**config.mk**
```make
export PLATFORM = sky130hd
export DESIGN_NAME = mc_controller
export DESIGN_NICKNAME = d
export VERILOG_FILES = /design/src/rtl/mc_controller.sv
export SDC_FILE = /design/constraint.sdc
export NUM_CORES = 1
export LEC_CHECK = 0
export ABC_AREA = 1
export CORE_ASPECT_RATIO = 0.8
export CORE_UTILIZATION = 24
export DETAILED_ROUTE_END_ITERATION = 8
export GPL_ROUTABILITY_DRIVEN = 1
export GPL_TIMING_DRIVEN = 0
export SYNTH_ARGS = -nofsm -noshare
export SYNTH_HDL_FRONTEND = slang
export SYNTH_SLANG_ARGS = --single-unit
```
**constraint.sdc**
```tcl
create_clock -name clk -period 2.3 [get_ports clk]
set_clock_uncertainty 0.2 [all_clocks]
set_input_delay 0.23 -clock clk [delete_from_list [all_inputs] [get_ports clk]]
set_output_delay 0.23 -clock clk [all_outputs]
set_load 0.03 [all_outputs]
```
**src/rtl/mc_controller.sv**
```systemverilog
// Multicycle MIPS-style control unit: Moore FSM sequencing fetch, decode and
// per-class execute/writeback steps, with a sticky trap state for illegal opcodes.
module mc_controller (
  input  logic       clk,
  input  logic       reset,
  input  logic [5:0] op,
  input  logic [5:0] funct,
  input  logic       zero,
  output logic       iord,
  output logic       ir_write,
  output logic       pc_write,
  output logic       branch,
  output logic       pc_en,
  output logic       reg_write,
  output logic       reg_dst,
  output logic       mem_write,
  output logic       mem_to_reg,
  output logic       alu_src_a,
  output logic [1:0] alu_src_b,
  output logic [1:0] pc_src,
  output logic [2:0] alu_control,
  output logic [3:0] state,
  output logic       illegal
);

  localparam logic [3:0] S_IDLE    = 4'd0;
  localparam logic [3:0] S_FETCH   = 4'd1;
  localparam logic [3:0] S_DECODE  = 4'd2;
  localparam logic [3:0] S_MEMADR  = 4'd3;
  localparam logic [3:0] S_MEMRD   = 4'd4;
  localparam logic [3:0] S_MEMWB   = 4'd5;
  localparam logic [3:0] S_MEMWR   = 4'd6;
  localparam logic [3:0] S_EXECUTE = 4'd7;
  localparam logic [3:0] S_ALUWB   = 4'd8;
  localparam logic [3:0] S_BEQ     = 4'd9;
  localparam logic [3:0] S_ADDIEX  = 4'd10;
  localparam logic [3:0] S_ADDIWB  = 4'd11;
  localparam logic [3:0] S_JUMP    = 4'd12;
  localparam logic [3:0] S_ERR     = 4'd13;

  localparam logic [5:0] OP_RTYPE = 6'b000000;
  localparam logic [5:0] OP_LW    = 6'b100011;
  localparam logic [5:0] OP_SW    = 6'b101011;
  localparam logic [5:0] OP_BEQ   = 6'b000100;
  localparam logic [5:0] OP_ADDI  = 6'b001000;
  localparam logic [5:0] OP_J     = 6'b000010;

  localparam logic [5:0] F_ADD = 6'b100000;
  localparam logic [5:0] F_SUB = 6'b100010;
  localparam logic [5:0] F_AND = 6'b100100;
  localparam logic [5:0] F_OR  = 6'b100101;
  localparam logic [5:0] F_SLT = 6'b101010;

  function automatic logic funct_legal(input logic [5:0] f);
    return (f == F_ADD) || (f == F_SUB) || (f == F_AND) ||
           (f == F_OR)  || (f == F_SLT);
  endfunction

  function automatic logic [2:0] alu_decode(input logic [5:0] f);
    case (f)
      F_SUB:   return 3'b110;
      F_AND:   return 3'b000;
      F_OR:    return 3'b001;
      F_SLT:   return 3'b111;
      default: return 3'b010;
    endcase
  endfunction

  logic [3:0] state_q, state_d;
  logic [5:0] funct_q;

  always_ff @(posedge clk or posedge reset) begin
    if (reset) state_q <= S_IDLE;
    else       state_q <= state_d;
  end

  // funct is captured in DECODE so EXECUTE is immune to later IR changes
  always_ff @(posedge clk) begin
    if (state_q == S_DECODE) funct_q <= funct;
  end

  always_comb begin
    state_d = S_ERR;
    case (state_q)
      S_IDLE:   state_d = S_FETCH;
      S_FETCH:  state_d = S_DECODE;
      S_DECODE: begin
        case (op)
          OP_LW, OP_SW: state_d = S_MEMADR;
          OP_RTYPE:     state_d = funct_legal(funct) ? S_EXECUTE : S_ERR;
          OP_BEQ:       state_d = S_BEQ;
          OP_ADDI:      state_d = S_ADDIEX;
          OP_J:         state_d = S_JUMP;
          default:      state_d = S_ERR;
        endcase
      end
      S_MEMADR:  state_d = (op == OP_LW) ? S_MEMRD : S_MEMWR;
      S_MEMRD:   state_d = S_MEMWB;
      S_EXECUTE: state_d = S_ALUWB;
      S_ADDIEX:  state_d = S_ADDIWB;
      S_MEMWB, S_MEMWR, S_ALUWB, S_BEQ, S_ADDIWB, S_JUMP: state_d = S_FETCH;
      default:   state_d = S_ERR;
    endcase
  end

  always_comb begin
    iord        = 1'b0;
    ir_write    = 1'b0;
    pc_write    = 1'b0;
    branch      = 1'b0;
    reg_write   = 1'b0;
    reg_dst     = 1'b0;
    mem_write   = 1'b0;
    mem_to_reg  = 1'b0;
    alu_src_a   = 1'b0;
    alu_src_b   = 2'b00;
    pc_src      = 2'b00;
    alu_control = 3'b010;
    case (state_q)
      S_FETCH: begin
        ir_write  = 1'b1;
        pc_write  = 1'b1;
        alu_src_b = 2'b01;
      end
      S_DECODE: alu_src_b = 2'b11;
      S_MEMADR, S_ADDIEX: begin
        alu_src_a = 1'b1;
        alu_src_b = 2'b10;
      end
      S_MEMRD: iord = 1'b1;
      S_MEMWB: begin
        reg_write  = 1'b1;
        mem_to_reg = 1'b1;
      end
      S_MEMWR: begin
        iord      = 1'b1;
        mem_write = 1'b1;
      end
      S_EXECUTE: begin
        alu_src_a   = 1'b1;
        alu_control = alu_decode(funct_q);
      end
      S_ALUWB: begin
        reg_write = 1'b1;
        reg_dst   = 1'b1;
      end
      S_BEQ: begin
        alu_src_a   = 1'b1;
        alu_control = 3'b110;
        pc_src      = 2'b01;
        branch      = 1'b1;
      end
      S_ADDIWB: reg_write = 1'b1;
      S_JUMP: begin
        pc_write = 1'b1;
        pc_src   = 2'b10;
      end
      default: ;
    endcase
  end

  assign pc_en   = pc_write | (branch & zero);
  assign state   = state_q;
  assign illegal = (state_q == S_ERR);

endmodule
```
==> impl_metrics.env <==
export IMPL_outcome="finished, final reports clean"
export IMPL_whs_path_depth=1
export IMPL_arrival_ps=1730
export IMPL_rsz0062_at_grt="false"
export IMPL_numCtsBuffers=3
export IMPL_ios=37
export IMPL_max_stage_delay_ps=690
export IMPL_multi_input_area_sq_um=399
export IMPL_clk_latency_ps=230
export IMPL_synth_top_area_share_pct=23.0
export IMPL_wl_per_cell_um=9.42
export IMPL_fin_crit_sh_pct=94.1
export IMPL_syn_cell_area_sq_um=785
export IMPL_place_hpwl_um=1610
export IMPL_area_growth_pct=60.1
export IMPL_synthesis_instances=122
export IMPL_root_buffer="clkbuf_8"
export IMPL_drt_iter0_drc=34
export IMPL_synth_flop_cell="edfxtp_1"
export IMPL_hold_violations=0
export IMPL_r2r_end="state[0]"
export IMPL_via_count=890
export IMPL_setup_tns_ps=0
export IMPL_p_per_area_nw_per_um2=343
export IMPL_n_fill_cell=313
export IMPL_via_per_inst=4.38
export IMPL_power_w=0.000430
export IMPL_p_clk_share_pct=43.9
export IMPL_worst_pin_slew_ps=327
export IMPL_grt_pass1_vias=801
export IMPL_die_x_um=65.9
export IMPL_end_kind="output port"
export IMPL_vdd_ir_drop_max_uv=149
export IMPL_relSlewSlack_pct=78.2
export IMPL_cts_sinks=10
export IMPL_setup_viol=0
export IMPL_clk_transition_reported_paths_ps=50
export IMPL_diodes=0
export IMPL_synth_most_common_cell="nand2_1"
export IMPL_crit_path_max_fanout=5
export IMPL_max_freq_mhz=462
export IMPL_seq_power_share_pct=44.4
export IMPL_finalWirelength_um=1910
export IMPL_antenna_left=0
export IMPL_grt_max_degree=11
export IMPL_critPathLaunchType="flip-flop"
export IMPL_worstSetupPathType="flip-flop to output port"
export IMPL_gpl_final_weighted_congestion=0.797
export IMPL_grt_ovfl_total=0
export IMPL_drtPass1Iterations=4
export IMPL_synth_cell_types=19
export IMPL_synth_fp_nets=137
export IMPL_yosys_area_top_type="edfxtp_1"
export IMPL_power_leakage_nw=0.683
export IMPL_crit_path_cell_trace="inv_2 -> nand2_1 -> nor2_1 -> clkdlybuf4s50_1"
export IMPL_fin_area_sq_um=1260
export IMPL_synthTopCellsByCount="nand2_1 (27), nor2_1 (23), inv_1 (20)"
export IMPL_cp_slowest_cell="clkdlybuf4s50_1"
export IMPL_rr_worst_depth=5
export IMPL_rows=18
export IMPL_drc=0
export IMPL_pwr_share_comb_pct=11.6
export IMPL_slew_violations=0
export IMPL_synth_enable_flop_cells=6
export IMPL_ys_async_sr_fraction_pct=40.0
export IMPL_hold_class="primary input to flip-flop"
export IMPL_dieArea_sq_um=3500
export IMPL_h_tree_depth=1
export IMPL_ys_seq_area_share_pct=35.7
export IMPL_min_from="funct[5]"
export IMPL_seq_area_sq_um=280
export IMPL_reg2reg_from="state[0]"
export IMPL_clock_path_buffers=2
export IMPL_intPower_w=0.000341
export IMPL_ys_ff_latch=10
export IMPL_swShare_pct=20.7
export IMPL_portBuffers=36
export IMPL_place_area_sq_um=1190
export IMPL_required_ps=1870
export IMPL_drv_cap=0
export IMPL_power_switching_w=0.0000891
export IMPL_antenna_found_initial=0
export IMPL_min_period_ps=2160
export IMPL_hold_end="funct_q[5]"
export IMPL_post_route_util_pct=40.4
export IMPL_grt_pass1_wl_um=3240
export IMPL_r2r_slack_ps=900
export IMPL_synth_area_per_cell_sq_um=6.43
export IMPL_cts_tree="yes"
export IMPL_yosys_warnings=0
export IMPL_grtUsageTotal_pct=12.6
export IMPL_final_nets=179
export IMPL_core_area_sq_um=3110
export IMPL_drive_above_1_share_pct=11.7
export IMPL_dieHeight_um=53.1
export IMPL_initial_core_util_pct=25.2
export IMPL_synth_area_leaders="edfxtp_1 (23%), nand2_1 (13%), dfrtp_1 (13%), nor2_1 (11%), inv_1 (9.6%)"
[layer usage]
metal  wire (um)  track usage (%)  vias to the layer above
li1            -                -                      465
met1         853             14.4                      389
met2         885             21.4                       32
met3         123             1.72                        4
met4          49             9.78                        0
met5           0                0                        -
[power groups by stage]
| stage | sequential (W) | clock (W) | combinational [W] |
|---|---|---|---|
| after global routing | 0.000191 | 0.000202 | 0.0000563 |
| after CTS | 0.000191 | 0.000195 | 0.0000507 |
| final | 0.000191 | 0.000189 | 0.0000501 |
| after global placement | 0.000194 | 0 | 0.0000476 |
| after floorplan | 0.000194 | 0 | 0.0000162 |
| after detailed placement | 0.000194 | 0 | 0.0000492 |
[critical path: cells and delay by family, from the launching register on]
family / cells / cell delay, ps
buffers and inverters: 2 / 770
flip-flops: 1 / 430
AND/OR/NAND/NOR: 2 / 300
[metrics by stage]
| step | worst slack (ps) | cells | hold WS [ps] |
|---|---|---|---|
| 2_1_floorplan | 223 | 122 | -204 |
| 3_3_place_gp | 162 | 198 | 222 |
| 3_5_place_dp | 144 | 198 | 224 |
| 4_1_cts | 6.53 | 203 | 369 |
| 5_1_grt | 27.3 | 203 | 384 |
| 6_report | 135 | 203 | 373 |
[repair_timing]
item,4_1_cts,5_1_grt
hold buffers,1,0
buffers inserted,0,0
resized for setup,7,6
endpoints found under the hold margin,4,0
setup endpoints to repair,7,6
[registers in the layout, indices dropped and copies added, names as in the netlist]
| signal | cells |
|---|---|
| funct_q | 6 |
| state | 4 |
[kinds of logic (layout without fill, tap and decap cells)]
family,after synthesis,count (layout),share of synthesized area [%]
AND/OR/NAND/NOR,76,76,44.2
flip-flops,10,10,35.7
buffers and inverters,27,68,13.4
AO/OA/AOI/OAI,9,9,6.70
[final cells by class]
cell class,count,share of cell area [%]
buffer,1,0.598
multi-input combinational,85,31.8
clock buffer,4,3.59
timing repair buffer,37,30.0
sequential,10,22.3
tap,40,3.98
inverter,26,7.77
[placed cells by master, fill, tap and decap left out, drive strengths merged]
| cell type | instances |
|---|---|
| edfxtp | 6 |
| dlymetal6s2s | 6 |
| nand4 | 5 |
| o21ai | 5 |
| nor2 | 29 |
| clkinv | 1 |
| or2 | 1 |
| nand2 | 30 |
| inv | 25 |
| nand3 | 9 |
| buf | 1 |
| a21oi | 3 |
| dlygate4sd3 | 1 |
| o211ai | 1 |
| dfrtp | 4 |
| nor3 | 2 |
| clkbuf | 4 |
| dlygate4sd2 | 7 |
| clkdlybuf4s50 | 23 |
[worst max path at each step]
stage | startpoint | endpoint
after floorplan | state[0] | reg_write
after global placement | state[0] | alu_src_b[1]
after detailed placement | state[0] | alu_src_b[1]
after CTS | state[2] | pc_src[0]
after global routing | state[3] | mem_to_reg
final | state[3] | mem_to_reg
(Power assumes the default switching activity.)
